**config.mk**
```make
export PLATFORM = sky130hd
export DESIGN_NAME = cache_ctrl_wb_flat
export DESIGN_NICKNAME = d
export VERILOG_FILES = /design/src/rtl/cache_ctrl_wb_if.sv /design/src/rtl/cache_ctrl_wb.sv /design/src/flat_wrapper.sv
export SDC_FILE = /design/constraint.sdc
export NUM_CORES = 1
export LEC_CHECK = 0
export CAP_MARGIN = 10
export CELL_PAD_IN_SITES_DETAIL_PLACEMENT = 2
export CELL_PAD_IN_SITES_GLOBAL_PLACEMENT = 2
export CORE_ASPECT_RATIO = 0.8
export CORE_MARGIN = 2
export CORE_UTILIZATION = 34
export CTS_CLUSTER_DIAMETER = 150
export DETAILED_ROUTE_END_ITERATION = 8
export GPL_ROUTABILITY_DRIVEN = 0
export HOLD_SLACK_MARGIN = 0.12
export PLACE_DENSITY_LB_ADDON = 0.1
export SLEW_MARGIN = 20
export SYNTH_ARGS = -nofsm -noshare
export SYNTH_HDL_FRONTEND = slang
export SYNTH_SLANG_ARGS = --single-unit
```
**constraint.sdc**
```tcl
create_clock -name clk -period 5.3 [get_ports clk]
set_input_delay 0.795 -clock clk [delete_from_list [all_inputs] [get_ports clk]]
set_output_delay 0.795 -clock clk [all_outputs]
set_load 0.02 [all_outputs]
```
**src/rtl/cache_ctrl_wb_if.sv**
```systemverilog
// Pipeline/cache/memory control bundle for the write-back cache controller.
// master = environment (pipeline, tag array, memory), slave = controller.
interface cache_ctrl_wb_if #(
    parameter int unsigned IDX_W = 1,
    parameter int unsigned CNT_W = 32
);
    logic             req_valid;
    logic             req_we;
    logic             hit;
    logic             dirty;
    logic             mem_ready;
    logic             cpu_stall;
    logic             reg_write_enable;
    logic             cache_we;
    logic             cache_fill_sel;
    logic             mem_we;
    logic             mem_re;
    logic             mem_addr_sel;
    logic [IDX_W-1:0] word_idx;
    logic             busy;
    logic [CNT_W-1:0] miss_count;
    logic [CNT_W-1:0] wb_count;

    modport master (
        output req_valid, req_we, hit, dirty, mem_ready,
        input  cpu_stall, reg_write_enable, cache_we, cache_fill_sel,
               mem_we, mem_re, mem_addr_sel, word_idx, busy, miss_count, wb_count
    );

    modport slave (
        input  req_valid, req_we, hit, dirty, mem_ready,
        output cpu_stall, reg_write_enable, cache_we, cache_fill_sel,
               mem_we, mem_re, mem_addr_sel, word_idx, busy, miss_count, wb_count
    );
endinterface

```
**src/rtl/cache_ctrl_wb.sv**
```systemverilog
// Write-back, write-allocate data cache controller: hits served same cycle,
// misses write back a dirty victim line beat by beat, then fill from memory.
module cache_ctrl_wb #(
    parameter int unsigned MEM_LATENCY   = 4,
    parameter int unsigned LINE_WORDS    = 1,
    parameter int unsigned IDX_W         = 1,
    parameter int unsigned USE_MEM_READY = 0,
    parameter int unsigned CNT_W         = 32
) (
    input logic           clk,
    input logic           rst_b,
    cache_ctrl_wb_if.slave bus
);
    localparam int unsigned LAT_W = (MEM_LATENCY > 1) ? $clog2(MEM_LATENCY) : 1;
    localparam logic [LAT_W-1:0] LAT_LAST = LAT_W'(MEM_LATENCY - 1);
    localparam logic [IDX_W-1:0] IDX_LAST = IDX_W'(LINE_WORDS - 1);

    typedef enum logic [1:0] {IDLE, WB, FILL} state_t;

    state_t           state, state_d;
    logic [LAT_W-1:0] lat_cnt, lat_cnt_d;
    logic [IDX_W-1:0] word_idx, word_idx_d;
    logic [CNT_W-1:0] miss_count, miss_count_d;
    logic [CNT_W-1:0] wb_count, wb_count_d;

    logic beat_done, last_word;
    logic stall_c, rwe_c, cwe_c, fsel_c, mwe_c, mre_c, asel_c;

    assign beat_done = (USE_MEM_READY != 0) ? bus.mem_ready : (lat_cnt == LAT_LAST);
    assign last_word = (word_idx == IDX_LAST);

    always_ff @(posedge clk or negedge rst_b) begin
        if (!rst_b) begin
            state      <= IDLE;
            lat_cnt    <= '0;
            word_idx   <= '0;
            miss_count <= '0;
            wb_count   <= '0;
        end else begin
            state      <= state_d;
            lat_cnt    <= lat_cnt_d;
            word_idx   <= word_idx_d;
            miss_count <= miss_count_d;
            wb_count   <= wb_count_d;
        end
    end

    always_comb begin
        state_d      = state;
        lat_cnt_d    = '0;
        word_idx_d   = word_idx;
        miss_count_d = miss_count;
        wb_count_d   = wb_count;
        stall_c      = 1'b0;
        rwe_c        = 1'b0;
        cwe_c        = 1'b0;
        fsel_c       = 1'b0;
        mwe_c        = 1'b0;
        mre_c        = 1'b0;
        asel_c       = 1'b0;
        case (state)
            IDLE: begin
                if (bus.req_valid) begin
                    if (bus.hit) begin
                        rwe_c = !bus.req_we;
                        cwe_c = bus.req_we;
                    end else begin
                        stall_c      = 1'b1;
                        miss_count_d = miss_count + CNT_W'(1);
                        word_idx_d   = '0;
                        if (bus.dirty) begin
                            state_d    = WB;
                            wb_count_d = wb_count + CNT_W'(1);
                        end else begin
                            state_d = FILL;
                        end
                    end
                end
            end
            WB: begin
                stall_c   = 1'b1;
                mwe_c     = 1'b1;
                asel_c    = 1'b1;
                lat_cnt_d = beat_done ? '0 : lat_cnt + LAT_W'(1);
                if (beat_done) begin
                    word_idx_d = last_word ? '0 : word_idx + IDX_W'(1);
                    if (last_word) state_d = FILL;
                end
            end
            FILL: begin
                stall_c   = 1'b1;
                mre_c     = 1'b1;
                lat_cnt_d = beat_done ? '0 : lat_cnt + LAT_W'(1);
                if (beat_done) begin
                    cwe_c      = 1'b1;
                    fsel_c     = 1'b1;
                    word_idx_d = last_word ? '0 : word_idx + IDX_W'(1);
                    if (last_word) state_d = IDLE;
                end
            end
            default: state_d = IDLE;
        endcase
    end

    // Combinational outputs are forced low while reset is held.
    assign bus.cpu_stall        = rst_b & stall_c;
    assign bus.reg_write_enable = rst_b & rwe_c;
    assign bus.cache_we         = rst_b & cwe_c;
    assign bus.cache_fill_sel   = rst_b & fsel_c;
    assign bus.mem_we           = rst_b & mwe_c;
    assign bus.mem_re           = rst_b & mre_c;
    assign bus.mem_addr_sel     = rst_b & asel_c;
    assign bus.busy             = rst_b & (state != IDLE);
    assign bus.word_idx         = word_idx;
    assign bus.miss_count       = miss_count;
    assign bus.wb_count         = wb_count;
endmodule

```
**src/flat_wrapper.sv**
```systemverilog
// flat-port wrapper written by rule: the top's interface ports become plain ports
module cache_ctrl_wb_flat 
#(
    parameter int unsigned MEM_LATENCY   = 4,
    parameter int unsigned LINE_WORDS    = 1,
    parameter int unsigned IDX_W         = 1,
    parameter int unsigned USE_MEM_READY = 0,
    parameter int unsigned CNT_W         = 32
)
  (clk, rst_b, bus_req_valid, bus_req_we, bus_hit, bus_dirty, bus_mem_ready, bus_cpu_stall, bus_reg_write_enable, bus_cache_we, bus_cache_fill_sel, bus_mem_we, bus_mem_re, bus_mem_addr_sel, bus_word_idx, bus_busy, bus_miss_count, bus_wb_count);
  cache_ctrl_wb_if #(.IDX_W(IDX_W), .CNT_W(CNT_W)) bus_i ();
  input logic clk;
  input logic rst_b;
  input wire logic [$bits(bus_i.req_valid)-1:0] bus_req_valid;
  input wire logic [$bits(bus_i.req_we)-1:0] bus_req_we;
  input wire logic [$bits(bus_i.hit)-1:0] bus_hit;
  input wire logic [$bits(bus_i.dirty)-1:0] bus_dirty;
  input wire logic [$bits(bus_i.mem_ready)-1:0] bus_mem_ready;
  output wire logic [$bits(bus_i.cpu_stall)-1:0] bus_cpu_stall;
  output wire logic [$bits(bus_i.reg_write_enable)-1:0] bus_reg_write_enable;
  output wire logic [$bits(bus_i.cache_we)-1:0] bus_cache_we;
  output wire logic [$bits(bus_i.cache_fill_sel)-1:0] bus_cache_fill_sel;
  output wire logic [$bits(bus_i.mem_we)-1:0] bus_mem_we;
  output wire logic [$bits(bus_i.mem_re)-1:0] bus_mem_re;
  output wire logic [$bits(bus_i.mem_addr_sel)-1:0] bus_mem_addr_sel;
  output wire logic [$bits(bus_i.word_idx)-1:0] bus_word_idx;
  output wire logic [$bits(bus_i.busy)-1:0] bus_busy;
  output wire logic [$bits(bus_i.miss_count)-1:0] bus_miss_count;
  output wire logic [$bits(bus_i.wb_count)-1:0] bus_wb_count;
  assign bus_i.req_valid = bus_req_valid;
  assign bus_i.req_we = bus_req_we;
  assign bus_i.hit = bus_hit;
  assign bus_i.dirty = bus_dirty;
  assign bus_i.mem_ready = bus_mem_ready;
  assign bus_cpu_stall = bus_i.cpu_stall;
  assign bus_reg_write_enable = bus_i.reg_write_enable;
  assign bus_cache_we = bus_i.cache_we;
  assign bus_cache_fill_sel = bus_i.cache_fill_sel;
  assign bus_mem_we = bus_i.mem_we;
  assign bus_mem_re = bus_i.mem_re;
  assign bus_mem_addr_sel = bus_i.mem_addr_sel;
  assign bus_word_idx = bus_i.word_idx;
  assign bus_busy = bus_i.busy;
  assign bus_miss_count = bus_i.miss_count;
  assign bus_wb_count = bus_i.wb_count;
  cache_ctrl_wb #(.MEM_LATENCY(MEM_LATENCY), .LINE_WORDS(LINE_WORDS), .IDX_W(IDX_W), .USE_MEM_READY(USE_MEM_READY), .CNT_W(CNT_W)) u_core (.clk(clk), .rst_b(rst_b), .bus(bus_i));
endmodule
```
==> results.sh, run 1 <==
export IMPL_fillers=1017
export IMPL_syn_to_final_growth_pct=35.3
export IMPL_max_slew_worst_pin_slew_ns=0.886
export IMPL_clockBufferDepth=2
export IMPL_drc=0
export IMPL_insertion_delay_ns=0.32
export IMPL_fp_dieH_um=92.9
export IMPL_critical_path_arrival_ns=2.55
export IMPL_synthTopCellsByCount="dfrtp_1 (68), xnor2_1 (48), nand4_1 (25)"
export IMPL_nets=396
export IMPL_drtAntennaViolNets=0
export IMPL_p_comb_share_pct=21.5
export IMPL_ys_seq_area_share_pct=50.7
export IMPL_die_area_um2=10700
export IMPL_drv_cap=0
export IMPL_hold_class="input pin to asynchronous set/reset pin"
export IMPL_numCtsBuffers=9
export IMPL_cp_required_ns=4.51
export IMPL_cts_tree="built"
export IMPL_setup_tns_final_ns=0
export IMPL_ys_ff_latch=68
export IMPL_swShare_pct=29.2
export IMPL_cts_sinks=68
export IMPL_antenna_cells=0
export IMPL_peakVddDrop_mv=0.169
export IMPL_fin_skew_ns=0.00556
export IMPL_detail_route_iter0_violations=98
export IMPL_die_w_um=115
export IMPL_drive_above_1_share_pct=8.31
export IMPL_final_cell_area_um2=4540
export IMPL_netlist_top_cells_area="dfrtp_1 (51%), xnor2_1 (13%), nand4_1 (4.7%)"
export IMPL_max_slew_margin_rel_pct=41.0
export IMPL_fin_crit_ns=3.34
export IMPL_placed_area_um2=4240
export IMPL_p_switching_uw=465
export IMPL_synth_ff_type="dfrtp_1"
export IMPL_io_pins=80
export IMPL_setup_viol=0
export IMPL_cts_max_level=3
export IMPL_start_kind="input pin"
export IMPL_power_static_leakage_nw=1.96
export IMPL_synth_most_common_cell="dfrtp_1"
export IMPL_p_per_area_nw_per_um2=350
export IMPL_clock_fmax_ghz=0.299
export IMPL_first_pass_iters=4
export IMPL_core_area_um2=9610
export IMPL_regArea_um2=1700
export IMPL_syn_nets=315
export IMPL_grt_max_degree=68
export IMPL_grt_pass1_vias=2804
export IMPL_holdWs_ns=0.287
export IMPL_clkTransAtPathRegs_ns=0.05
export IMPL_synth_edf_count=0
export IMPL_intPower_mw=1.12
export IMPL_dp_slack_ns=1.95
export IMPL_clkPwrFrac_pct=39.3
export IMPL_finalHoldViolCount=0
export IMPL_endpoint_kind="primary output"
export IMPL_post_drt_wl_per_cell_um=17.8
export IMPL_setup_ws_ns=1.96
export IMPL_cts_root_buf="clkbuf_16"
export IMPL_postCtsHoldBufs=0
export IMPL_port_buffers=77
export IMPL_multi_input_area_um2=1580
export IMPL_dp_cells=489
export IMPL_post_route_period_util_pct=63.1
export IMPL_ys_warn_count=0
export IMPL_place_hpwl_um=6420
export IMPL_routed_via_density=5.08
export IMPL_postCtsSetupBuffers=0
export IMPL_drt_total_wl_um=8990
export IMPL_synthArstFlopShare_pct=100
export IMPL_yosys_area_top_type="dfrtp_1"
export IMPL_p_seq_share_pct=39.2
export IMPL_grt_pass1_wl_um=15400
export IMPL_status="finished, final reports clean"
export IMPL_grt_use_total_pct=18.4
export IMPL_critPathKind="input pin to primary output"
export IMPL_antenna_found_initial=0
export IMPL_rsz0062_at_grt="no"
export IMPL_syn_inst=300
export IMPL_path_max_fanout=7
export IMPL_overflow=0
export IMPL_synth_area_um2=3360
export IMPL_initial_utilization_pct=34.9
export IMPL_syn_avg_cell_area_um2=11.2
export IMPL_vias=2559
export IMPL_yosys_cell_types_count=34
export IMPL_post_cts_resized=0
export IMPL_rows=32
export IMPL_synth_top_area_share_pct=50.7
export IMPL_slew_violations=0
export IMPL_stdcell_count=504
[cells by family after synthesis]
family | share of synthesized area [%]
flops | 50.7
other cells | 0.112
fa+ha+maj | 2.98
buf+inv | 2.38
compound gates | 1.01
xor+xnor | 16.2
simple gates | 26.0
mux | 0.633
[layout by cell type (no fill, tap or decap), drive strengths merged, types with 7 or more instances in the layout]
master         count
clkdlybuf4s50     76
dfrtp             68
xnor2             48
nand4             26
nand2             23
nand3             22
xor2              14
nor2              12
and3              12
and2              11
clkbuf            10
inv                8
and4               8
ha                 8
nor3               7
[final cells by class]
type	instances	share of cell area [%]
inverters	8	0.661
clock inverters	5	1.71
repair buffers	79	17.2
well taps	119	3.28
multi-input cells	215	34.7
clock buffers	10	5.04
flip-flops and latches	68	37.4
[power by group through the flow]
stage / sequential, mW / combinational, mW / clock [mW]
after global placement: 0.630 / 0.330 / 0
final: 0.623 / 0.341 / 0.625
after CTS: 0.625 / 0.350 / 0.641
after global routing: 0.633 / 0.377 / 0.663
after detailed placement: 0.633 / 0.344 / 0
after floorplan: 0.654 / 0.165 / 0
[metal layers]
| layer | GRT usage [%] | up-vias | wire (µm) |
|---|---|---|---|
| li1 | - | 1204 | - |
| met1 | 26.5 | 1290 | 4530 |
| met2 | 28.6 | 59 | 4110 |
| met3 | 3.47 | 6 | 276 |
| met4 | 4.52 | 0 | 76 |
| met5 | 0 | - | 0 |
[metrics by stage]
stage / utilization [%] / total power [mW]
3_3_place_gp: 44.1 / 0.960
3_5_place_dp: 44.1 / 0.977
5_1_grt: 47.3 / 1.67
4_1_cts: 47.3 / 1.62
6_report: 47.3 / 1.59
2_1_floorplan: - / 0.819
[critical path, stage by stage]
cell	delay [ns]
clkdlybuf4s50_1	0.63
nand2_1	0.09
nor2_1	0.15
nor2_1	0.06
nor3b_1	0.18
clkdlybuf4s50_1	0.64
[flip-flops by register name, summed over array words and instances, names as in the netlist]
register	count
u_core.lat_cnt	2
u_core.bus.wb_count	32
u_core.state	2
u_core.bus.miss_count	32
[worst paths after layout]
check	start	to	slack, ns	cells past startpoint
setup reg to reg	u_core.state[0]$_DFFE_PN0P_	u_core.bus.miss_count[31]$_DFFE_PN0P_	2.98	6
max in group asynchronous	rst_b	u_core.bus.wb_count[16]$_DFFE_PN0P_	3.92	2
hold / removal	rst_b	u_core.state[1]$_DFFE_PN0P_	0.29	1
setup / recovery	bus_req_valid	bus_cpu_stall	1.96	6
min in group clk	u_core.lat_cnt[0]$_DFF_PN0_	u_core.lat_cnt[0]$_DFF_PN0_	0.46	1
hold reg to reg	u_core.lat_cnt[0]$_DFF_PN0_	u_core.lat_cnt[0]$_DFF_PN0_	0.46	1
(Power assumes the default switching activity.)
==> run 2: changes to the inputs <==
Settings changed: CORE_UTILIZATION 34 to 32.
Clock period 5.3 ns to 3.3 ns, I/O delays scaled along.
==> results.sh, run 2 (synthesis gave the netlist of run 1 again) <==
export IMPL_antenna_found_initial=1
export IMPL_drc=0
export IMPL_port_buffers=77
export IMPL_critical_path_arrival_ns=2.34
export IMPL_finalHoldViolCount=0
export IMPL_final_common_cell="clkdlybuf4s50_1"
export IMPL_cts_root_buf="clkbuf_16"
export IMPL_peakVddDrop_mv=0.236
export IMPL_detail_route_iter0_violations=104
export IMPL_grt_pass1_wl_um=15700
export IMPL_postCtsSetupBuffers=0
export IMPL_setup_ws_ns=0.465
export IMPL_endpoint_kind="primary output"
export IMPL_p_per_area_nw_per_um2=537
export IMPL_post_route_period_util_pct=85.9
export IMPL_post_drt_wl_per_cell_um=17.6
export IMPL_vias=2587
export IMPL_insertion_delay_ns=0.32
export IMPL_fillers=1110
export IMPL_rows=33
export IMPL_fin_crit_ns=2.83
export IMPL_antenna_cells=0
export IMPL_start_kind="flop"
export IMPL_post_cts_resized=0
export IMPL_routed_via_density=4.93
export IMPL_die_area_um2=11300
export IMPL_dp_slack_ns=0.543
export IMPL_nets=396
export IMPL_drive_above_1_share_pct=8.05
export IMPL_largest_registers="u_core.bus.miss_count x32, u_core.bus.wb_count x32"
export IMPL_core_area_um2=10200
export IMPL_max_slew_worst_pin_slew_ns=0.894
export IMPL_cts_max_level=3
export IMPL_grt_use_total_pct=17.9
export IMPL_clockBufferDepth=2
export IMPL_path_max_fanout=9
export IMPL_hold_class="input pin to asynchronous set/reset pin"
export IMPL_clock_fmax_ghz=0.353
export IMPL_place_hpwl_um=6650
export IMPL_die_w_um=119
export IMPL_fin_skew_ns=0.00476
export IMPL_max_slew_margin_rel_pct=40.4
export IMPL_slew_violations=0
export IMPL_first_pass_iters=4
export IMPL_cts_tree="built"
export IMPL_clkTransAtPathRegs_ns=0.05
export IMPL_fp_dieH_um=95.6
export IMPL_numCtsBuffers=9
export IMPL_syn_to_final_growth_pct=35.0
export IMPL_critPathKind="flop to primary output"
export IMPL_grt_max_degree=69
export IMPL_status="finished, final reports clean"
export IMPL_setup_tns_final_ns=0
export IMPL_drtAntennaViolNets=0
export IMPL_io_pins=80
export IMPL_overflow=0
export IMPL_layout_common_cells="clkdlybuf4s50_1 (76), dfrtp_1 (68), xnor2_1 (48)"
export IMPL_cp_required_ns=2.80
export IMPL_cts_sinks=68
export IMPL_rsz0062_at_grt="no"
export IMPL_setup_viol=0
export IMPL_power_static_leakage_nw=1.95
export IMPL_grt_pass1_vias=2909
export IMPL_postCtsHoldBufs=0
export IMPL_drv_cap=0
export IMPL_initial_utilization_pct=32.8
export IMPL_fin_util_pct=44.3
export IMPL_drt_total_wl_um=9260
[run 2: cell count changes in the layout (fill, tap and decap cells not counted)]
cell / previous run / this run
bufinv_16: 2 / 0
clkbuf_8: 0 / 2
clkinvlp_4: 1 / 0
clkbuf_1: 1 / 2
[run 2: path summary, 6_finish.rpt]
path                                        startpoint                               endpoint  slack (ns)  cells past startpoint
min reg2reg                u_core.lat_cnt[0]$_DFF_PN0_            u_core.lat_cnt[0]$_DFF_PN0_        0.46                      1
max                        u_core.state[0]$_DFFE_PN0P_                          bus_cpu_stall        0.47                      7
max in group asynchronous                        rst_b  u_core.bus.miss_count[27]$_DFFE_PN0P_        2.24                      2
max reg2reg                u_core.state[0]$_DFFE_PN0P_  u_core.bus.miss_count[27]$_DFFE_PN0P_        1.01                      6
min                                              rst_b   u_core.bus.miss_count[0]$_DFFE_PN0P_        0.46                      2
min in group clk           u_core.lat_cnt[0]$_DFF_PN0_            u_core.lat_cnt[0]$_DFF_PN0_        0.46                      1
[run 2: worst max-delay path: stages, from the launching register on]
cell             delay (ns)
dfrtp_1                0.41
inv_1                  0.12
ha_1                   0.37
nand2_1                0.09
nor2_1                 0.14
nor2_1                 0.05
nor3b_1                0.18
clkdlybuf4s50_1        0.64
[run 2: cell type report]
type	count	area (µm²)	share of cell area, %
flip-flops and latches	68	1700	37.5
multi-input cells	215	1580	34.8
repair buffers	79	781	17.2
clock buffers	13	260	5.74
well taps	140	175	3.86
inverters	8	30.0	0.662
clock inverters	2	10.0	0.221
[run 2: power breakdown]
group / total [mW] / leakage, nW / internal [mW] / switching [mW]
Clock: 0.879 / 0.135 / 0.543 / 0.336
Sequential: 0.997 / 0.919 / 0.906 / 0.0911
Combinational: 0.557 / 0.892 / 0.247 / 0.311
Total: 2.43 / 1.95 / 1.70 / 0.738
[run 2: metrics by stage]
step | total power, mW | cell area [µm²] | std cells | hold WS, ns
after global routing | 2.58 | 4530 | 525 | 0.472
after detailed placement | 1.57 | 4260 | 510 | 0.453
final | 2.43 | 4530 | 525 | 0.457
after CTS | 2.48 | 4530 | 525 | 0.456
after floorplan | 1.32 | 3360 | 300 | 0.199
after global placement | 1.55 | 4260 | 510 | 0.427
[run 2: metal layers]
metal / vias up / GRT usage (%) / wire length [µm]
met5: - / 0 / 0
met4: 0 / 4.76 / 98
met3: 8 / 4.61 / 381
met2: 58 / 29.4 / 4360
met1: 1313 / 23.6 / 4420
li1: 1208 / - / -
